**config.mk**
```make
export PLATFORM = sky130hd
export DESIGN_NAME = rffe_ctrl
export DESIGN_NICKNAME = d
export VERILOG_FILES = /design/src/rtl/rffe_ctrl.sv
export SDC_FILE = /design/constraint.sdc
export NUM_CORES = 1
export LEC_CHECK = 0
export BUFFER_PORTS_ARGS = -buffer_cell sky130_fd_sc_hd__clkbuf_2
export CAP_MARGIN = 0
export CORE_MARGIN = 2
export CORE_UTILIZATION = 58
export CTS_CLUSTER_SIZE = 30
export DETAILED_ROUTE_END_ITERATION = 12
export PLACE_DENSITY = 0.84
export SYNTH_ARGS = -nofsm -noshare
export SYNTH_HDL_FRONTEND = slang
export SYNTH_SLANG_ARGS = --single-unit
```
**constraint.sdc**
```tcl
create_clock -name i_sys_clk -period 7.62 [get_ports i_sys_clk]
set_input_delay 0.762 -clock i_sys_clk [delete_from_list [all_inputs] [get_ports i_sys_clk]]
set_output_delay 0.762 -clock i_sys_clk [all_outputs]
set_load 0.005 [all_outputs]
```
**src/rtl/rffe_ctrl.sv**
```systemverilog
// RF front-end switch controller: register file plus break-before-make sequencing
// of the RF switch vector. Define RFFE_BBM_EN to enable the guarded transition;
// without it every target change is applied on the next clock edge.
module rffe_ctrl #(
  parameter int unsigned PMOD_WIDTH   = 8,
  parameter int unsigned GUARD_CYCLES = 16
) (
  input  logic                  i_sys_clk,
  input  logic                  i_reset,
  input  logic [4:0]            i_ioc,
  input  logic [7:0]            i_data_in,
  output logic [7:0]            o_data_out,
  input  logic                  i_cs,
  input  logic                  i_fetch_cmd,
  input  logic                  i_load_cmd,
  input  logic                  i_button,
  input  logic [3:0]            i_config,
  output logic [1:0]            o_led,
  output logic [PMOD_WIDTH-1:0] o_pmod,
  output logic [PMOD_WIDTH-1:0] o_pmod_dir,
  output logic [7:0]            o_rf_pins,
  output logic                  o_busy
);

  localparam logic [7:0] Safe    = 8'h56;
  localparam logic [7:0] Version = 8'h02;

  logic [1:0]            dbg_q;
  logic [2:0]            rf_mode_q;
  logic [1:0]            led_q;
  logic [PMOD_WIDTH-1:0] pmod_dir_q;
  logic [PMOD_WIDTH-1:0] pmod_val_q;
  logic [7:0]            rf_pin_q;
  logic [7:0]            data_out_q;
  logic [7:0]            rd_data;
  logic [7:0]            target;
  logic [7:0]            pins_q, pins_d;
  logic [7:0]            count_q, count_d;
  logic                  busy;
  logic                  dbg_act;
  logic                  rd_en, wr_en;

  // Fetch wins over a simultaneous load.
  assign rd_en   = i_cs & i_fetch_cmd;
  assign wr_en   = i_cs & i_load_cmd & ~i_fetch_cmd;
  assign dbg_act = (dbg_q == 2'b01);

  // Read mux; unmapped addresses read as zero.
  always_comb begin
    rd_data = 8'h00;
    case (i_ioc)
      5'h00:   rd_data = Version;
      5'h01:   rd_data = {3'b000, rf_mode_q, dbg_q};
      5'h02:   rd_data = {i_button, i_config, 1'b0, led_q};
      5'h03:   rd_data = 8'(pmod_dir_q);
      5'h04:   rd_data = 8'(pmod_val_q);
      5'h05:   rd_data = rf_pin_q;
      5'h06:   rd_data = {6'b000000, dbg_act, busy};
      5'h07:   rd_data = count_q;
      default: rd_data = 8'h00;
    endcase
  end

  // Register file writes and registered read data.
  always_ff @(posedge i_sys_clk or posedge i_reset) begin
    if (i_reset) begin
      dbg_q      <= 2'b00;
      rf_mode_q  <= 3'd0;
      led_q      <= 2'b00;
      pmod_dir_q <= '0;
      pmod_val_q <= '0;
      rf_pin_q   <= Safe;
      data_out_q <= 8'h00;
    end else begin
      if (rd_en) data_out_q <= rd_data;
      if (wr_en) begin
        case (i_ioc)
          5'h01: begin
            dbg_q     <= i_data_in[1:0];
            rf_mode_q <= i_data_in[4:2];
          end
          5'h02:   led_q      <= i_data_in[1:0];
          5'h03:   pmod_dir_q <= i_data_in[PMOD_WIDTH-1:0];
          5'h04:   pmod_val_q <= i_data_in[PMOD_WIDTH-1:0];
          5'h05:   rf_pin_q   <= i_data_in;
          default: ;
        endcase
      end
    end
  end

  // Requested switch vector; reserved modes fall back to the safe vector.
  always_comb begin
    target = Safe;
    if (dbg_q == 2'b01) begin
      target = rf_pin_q;
    end else if (dbg_q == 2'b00) begin
      case (rf_mode_q)
        3'd0:    target = 8'h56;
        3'd1:    target = 8'h66;
        3'd2:    target = 8'h9D;
        3'd3:    target = 8'h5D;
        3'd4:    target = 8'h6B;
        3'd5:    target = 8'hAB;
        default: target = Safe;
      endcase
    end
  end

`ifdef RFFE_BBM_EN
  typedef enum logic {StStable, StGuard} state_e;

  state_e     state_q, state_d;
  logic [7:0] cnt_q, cnt_d;
  logic [7:0] tgt_q, tgt_d;
  logic       busy_q, busy_d;

  // Break-before-make sequencing: park on Safe, hold for the guard, then apply.
  always_comb begin
    state_d = state_q;
    pins_d  = pins_q;
    cnt_d   = cnt_q;
    tgt_d   = tgt_q;
    busy_d  = busy_q;
    case (state_q)
      StStable: begin
        if (target != pins_q) begin
          pins_d = Safe;
          if (target != Safe) begin
            cnt_d   = 8'(GUARD_CYCLES - 1);
            tgt_d   = target;
            busy_d  = 1'b1;
            state_d = StGuard;
          end
        end
      end
      StGuard: begin
        if (target == Safe) begin
          // Pins are already Safe, nothing left to wait for.
          busy_d  = 1'b0;
          state_d = StStable;
        end else if (target != tgt_q) begin
          cnt_d = 8'(GUARD_CYCLES - 1);
          tgt_d = target;
        end else if (cnt_q == 8'd0) begin
          pins_d  = target;
          busy_d  = 1'b0;
          state_d = StStable;
        end else begin
          cnt_d = cnt_q - 8'd1;
        end
      end
    endcase
  end

  // Guard state registers.
  always_ff @(posedge i_sys_clk or posedge i_reset) begin
    if (i_reset) begin
      state_q <= StStable;
      cnt_q   <= 8'd0;
      tgt_q   <= Safe;
      busy_q  <= 1'b0;
    end else begin
      state_q <= state_d;
      cnt_q   <= cnt_d;
      tgt_q   <= tgt_d;
      busy_q  <= busy_d;
    end
  end

  assign busy = busy_q;
`else
  assign pins_d = target;
  assign busy   = 1'b0;
`endif

  // A write to the count register clears it, overriding a same-cycle increment.
  always_comb begin
    count_d = count_q;
    if (wr_en && (i_ioc == 5'h07)) begin
      count_d = 8'h00;
    end else if (pins_d != pins_q) begin
      count_d = count_q + 8'd1;
    end
  end

  // Switch vector and transition count registers.
  always_ff @(posedge i_sys_clk or posedge i_reset) begin
    if (i_reset) begin
      pins_q  <= Safe;
      count_q <= 8'h00;
    end else begin
      pins_q  <= pins_d;
      count_q <= count_d;
    end
  end

  assign o_data_out = data_out_q;
  assign o_led      = led_q;
  assign o_pmod     = pmod_val_q;
  assign o_pmod_dir = pmod_dir_q;
  assign o_rf_pins  = pins_q;
  assign o_busy     = busy;

endmodule

```
# --- After elaboration in Yosys (flattened, before gate mapping) ---
# Cells that the tools add are included.
totals:
  reg_bits: 55
  wordCells: 43
  in_bits: 23
  output_inout_bits: 35
op_classes:
  reduce_logical: 9
  bitwise_logic: 4
  n_eq_ne: 14
  addsub: 1
  muxes: 6
op_table:
  columns: ["op", "n"]
  rows:
  - ["$pmux 8 s8", 1]
  - ["$pmux 8 s5", 1]
  - ["$mux 8", 4]
  - ["$eq 5x3->1 const B", 4]
  - ["$eq 5x2->1 const B", 2]
  - ["$reduce_and 2->1", 5]
  - ["$add 8x1->8 const B", 1]
  - ["$ne 8x8->1", 1]
  - ["$eq 3x2->1 const B", 2]
  - ["$eq 3x3->1 const B", 2]
  - ["$eq 5x1->1 const B", 1]
  - ["$logic_not 5->1", 1]
  - ["$and 1x1->1", 3]
  - ["$eq 3x1->1 const B", 1]
  - ["$eq 2x1->1 const B", 1]
  - ["$logic_not 2->1", 1]
  - ["$reduce_bool 2->1", 1]
  - ["$logic_and 1x1->1", 1]
  - ["$not 1->1", 1]

# --- Logic depth before layout (Yosys ltp) ---
depth:
  depth_word: 7
  depth_mapped: 10
  mapped_depth_nobuf: 9

# --- Worst setup path after synthesis ---
# Ideal clock, no wire load.
synth_timing:
  path_kind: "flip-flop to flip-flop"
  startpoint: "reg rf_mode_q[1]"
  endpoint: "reg count_q[1]"
  setup_ns: 0.157
  t_arrival_ns: 2.349
  required_time_ns: 7.463
  path_buffers: 1
  period_less_slack_ns: 2.506
  setup_slack_ns: 5.114
  stages_incl_launch_ff: 11
  cell_sequence: "dfrtp_1 inv_1 ha_1 or2_2 a21o_1 a21bo_1 a2111oi_2 o2111a_2 buf_6 mux2i_1 nor2_1"
synth_between:
  elab_chain_cells: 6
  word_cells_on_any_way: 10
  cone_classes: "eq/ne (6); mux (3); reduce/logical (1)"
synth_rtl:
  columns: ["item", "line", "source"]
  rows:
  - ["start: declaration", "29", "logic [2:0] rf_mode_q;"]
  - ["start signal: assignment", "80", "rf_mode_q <= i_data_in[4:2];"]
  - ["$eq 3x3->1 (tied with other cells)", "98", "case (rf_mode_q)"]
  - ["$pmux 8 s5 *", "98", null]
  - ["$mux 8 *", "97", "end else if (dbg_q == 2'b00) begin"]
  - ["$mux 8 *", "95", "if (dbg_q == 2'b01) begin"]
  - ["$ne 8x8->1 *", "182", "end else if (pins_d != pins_q) begin"]
  - ["$reduce_bool 2->1 (no source line) *", null, null]
  - ["end signal: assignment", "194", "count_q <= count_d;"]
  - ["end: declaration", "38", "logic [7:0] count_q, count_d;"]
# Mark *: on every way between the ends. The rest lies on a longest branch, timed or not.
# A chain may end at the register's enable or synchronous reset.

# --- Worst setup path in the final report ---
layout_timing:
  startpoint: "reg rf_mode_q[1]"
  endpoint: "reg count_q[5]"
layout_between:
  elab_chain_cells: 6
  word_cells_on_any_way: 10
  cone_classes: "eq/ne (6); mux (3); reduce/logical (1)"
layout_rtl:
  columns: ["item", "line", "source"]
  rows:
  - ["$eq 3x3->1 (tied with other cells)", "98", null]
  - ["$pmux 8 s5 *", "98", null]
  - ["$mux 8 *", "97", null]
  - ["$mux 8 *", "95", null]
  - ["net pins_d[6]", "37", "logic [7:0] pins_q, pins_d;"]
  - ["$ne 8x8->1 *", "182", null]
  - ["$reduce_bool 2->1 (no source line) *", null, null]
# The timed path passes the listed nets; every way through them passes the cells marked *.

==> flow_metrics.env <==
export IMPL_status="complete, no violations"
export IMPL_clk_pin_slew_ns=0.10
export IMPL_place_congestion=0.860
export IMPL_dp_cells=348
export IMPL_synth_area_um2=2750
export IMPL_synth_top_cells_by_area="dfrtp_1 43%, mux2_2 13%, dfstp_2 7.7%"
export IMPL_cts_path_max_buffers=2
export IMPL_cts_repair_resized=0
export IMPL_drt_iter0_markers=195
export IMPL_setup_viol=0
export IMPL_worst_slack_ns=4.78
export IMPL_synth_seq_cells=55
export IMPL_hold_start="o_data_out[1]$_DFFE_PP0P_"
export IMPL_worstSetupPathType="register to register"
export IMPL_antenna_found_initial=0
export IMPL_start_util_pct=59.3
export IMPL_io_pin_count=58
export IMPL_area_growth_pct=15.3
export IMPL_hp_class="register to register"
export IMPL_cts_setup_buffers=0
export IMPL_dpl_worst_slack_ns=4.60
export IMPL_rsz0062_at_grt="false"
export IMPL_post_route_drc_count=0
export IMPL_yosys_cell_count_top_type="dfrtp_1"
export IMPL_port_buffer_count=56
export IMPL_post_drt_via_cell_ratio=6.21
export IMPL_syn_inst=244
export IMPL_setup_tns_final_ns=0
export IMPL_clockRootBuffer="clkbuf_8"
export IMPL_die_x_um=72.8
export IMPL_num_vias=2212
export IMPL_synth_top_family_by_area="compound AO/OA/AOI/OAI gates"
export IMPL_powerDensity_nw_per_um2=236
export IMPL_p_leak_nw=1.47
export IMPL_yosys_most_used_dff="dfrtp_1"
export IMPL_cts_made_buffers=5
export IMPL_htree_levels=2
export IMPL_syn_nets=272
export IMPL_ant_nets=0
export IMPL_die_area_um2=5300
export IMPL_num_rows=25
export IMPL_wirelength_um=6460
export IMPL_core_um2=4630
export IMPL_crit_fanout=14
export IMPL_clock_fmax_ghz=0.352
export IMPL_synth_xor_area_share_pct=2.23
export IMPL_async_flop_share_pct=100
export IMPL_min_path_cells=1
export IMPL_synth_top_cell_by_area="dfrtp_1"
export IMPL_synth_simple_area_share_pct=13.7
export IMPL_synth_compound_area_share_pct=14.4
export IMPL_critPathBufInv=1
export IMPL_cp_data_arrival_time_ns=3.08
export IMPL_worstPathCellList="inv_1 > ha_1 > or2_2 > o32ai_1 > nand2_1 > xnor2_1 > o2111a_2 > or4_1 > a21oi_1"
export IMPL_gr_usage_all_layers_pct=26.3
export IMPL_slew_violations=0
export IMPL_grt_pass1_vias=2097
export IMPL_worstMarginPinSlew_ns=1.25
export IMPL_grt_overflow=0
export IMPL_grt_max_degree=56
export IMPL_power_total_mw=0.746
export IMPL_slowest_stage="or4_1"
export IMPL_post_route_util_pct=68.4
export IMPL_final_area_um2=3160
export IMPL_multi_input_area_um2=1270
export IMPL_cp_required_ns=7.86
export IMPL_reg2reg_to="count_q[5]$_DFFE_PP0P_"
export IMPL_hpwl_um=4750
export IMPL_clock_sinks=55
export IMPL_avgRoutedWirePerCell_um=18.2
export IMPL_ir_worst_vdd_v=0.000130
export IMPL_max_stage_delay_ns=0.52
export IMPL_reg2reg_from="rf_mode_q[1]$_DFFE_PP0P_"
export IMPL_synth_avg_cell_area_um2=11.3
export IMPL_n_fill_cell=369
export IMPL_synth_fa_ha_area_share_pct=2.28
export IMPL_worstSetupStartpointType="register"
export IMPL_period_minus_slack_ns=2.84
export IMPL_synth_seq_area_share_pct=50.5
export IMPL_cts_hold_buf=0
export IMPL_synth_edf_count=0
export IMPL_synth_top_area_share_pct=42.8
export IMPL_cts_tree="built"
export IMPL_grt_pass1_wl_um=10500
export IMPL_synthMuxAreaShare_pct=13.4
export IMPL_crit_family="simple AND/OR/NAND/NOR gates"
export IMPL_worst_path_stages=9
export IMPL_yosys_warnings=0
export IMPL_crit_path_end_kind="register"
export IMPL_nets=329
export IMPL_post_route_period_util_pct=37.3
export IMPL_holdWs_ns=0.518
export IMPL_seqCellArea_um2=1390
export IMPL_maxCapViolations=0
export IMPL_final_setup_skew_ns=0.00968
export IMPL_r2r_cells=9
export IMPL_ys_top_cells_by_count="47 x dfrtp_1, 31 x mux2_2, 17 x nor2_1"
export IMPL_yosysUniqueCellTypes=51
export IMPL_hold_viol=0
export IMPL_dr_pass1_iters=4
export IMPL_antenna_cells=0
export IMPL_drive_gt1_share_pct=38.1
export IMPL_max_slew_margin_pct=15.8
export IMPL_rrSetupSlack_ns=4.78
export IMPL_clock_latency_ns=0.31
export IMPL_die_h_um=72.8
export IMPL_dpl_cell_area_um2=3050
export IMPL_min_to="o_data_out[1]$_DFFE_PP0P_"
export IMPL_stdcell_count=356
state kept, by name (all words and copies together) (netlist names):
signal and cells:
count_q 8, o_data_out 8, o_pmod 8, o_pmod_dir 8
o_rf_pins 8, rf_pin_q 8, rf_mode_q 3, dbg_q 2
o_led 2
cells in the final DEF, fill, tap and decap left out, types with 4 or more instances in the layout:
cell type | netlist | routed
dfstp_2 | 8 | 8
a31oi_1 | 5 | 5
nand2b_1 | 4 | 4
clkbuf_8 | 0 | 5
a21oi_1 | 11 | 11
a222oi_1 | 4 | 4
clkbuf_2 | 0 | 56
nand3_1 | 4 | 4
inv_1 | 11 | 10
xnor2_1 | 4 | 4
ha_1 | 5 | 5
nor2_1 | 17 | 17
a22oi_1 | 13 | 13
nand2_1 | 15 | 15
o21ai_1 | 5 | 5
dfrtp_1 | 47 | 47
mux2_2 | 31 | 31
or3_1 | 4 | 4
area by class of cell:
| cell class | instances | share of cell area (%) |
|---|---|---|
| Clock inverter | 3 | 1.38 |
| Inverter | 11 | 1.30 |
| Tap cell | 54 | 2.14 |
| Sequential cell | 55 | 43.8 |
| Multi-Input combinational cell | 171 | 40.1 |
| Clock buffer | 5 | 2.17 |
| Timing Repair Buffer | 57 | 9.09 |
metal layers:
metal / global-route usage (%) / part of all wire (%) / vias to the layer above
met1: 37.8 / 42 / 1093
met3: 4.70 / 7.8 / 7
met2: 41.6 / 49 / 98
met4: 7.00 / 1.1 / 0
li1: - / - / 1014
met5: 0 / 0 / -
power breakdown:
part	internal, mW	total (mW)	switching, mW
combinational	0.0771	0.161	0.0837
sequential	0.339	0.389	0.0501
clock	0.0980	0.196	0.0984
total	0.514	0.746	0.232
logic make-up after synthesis:
family,after synthesis
and+or+nand+nor,71
adders and majority gates,5
xor gates and xnor gates,7
DFF,55
buffers and inverters,18
muxes,33
other,1
AOI/OAI and AO/OA,54
worst max path at each step:
| stage | start | endpoint | slack (ns) |
|---|---|---|---|
| after floorplan | rf_mode_q[1]$_DFFE_PP0P_ | count_q[1]$_DFFE_PP0P_ | 5.11 |
| after global placement | i_ioc[4] | o_pmod[5]$_DFFE_PP0P_ | 4.65 |
| after detailed placement | i_ioc[4] | o_pmod[7]$_DFFE_PP0P_ | 4.60 |
| after CTS | rf_mode_q[1]$_DFFE_PP0P_ | count_q[5]$_DFFE_PP0P_ | 4.77 |
| after global routing | rf_mode_q[1]$_DFFE_PP0P_ | count_q[0]$_DFFE_PP0P_ | 4.58 |
| final | rf_mode_q[1]$_DFFE_PP0P_ | count_q[5]$_DFFE_PP0P_ | 4.78 |
Power figures use the tool's default switching activity.
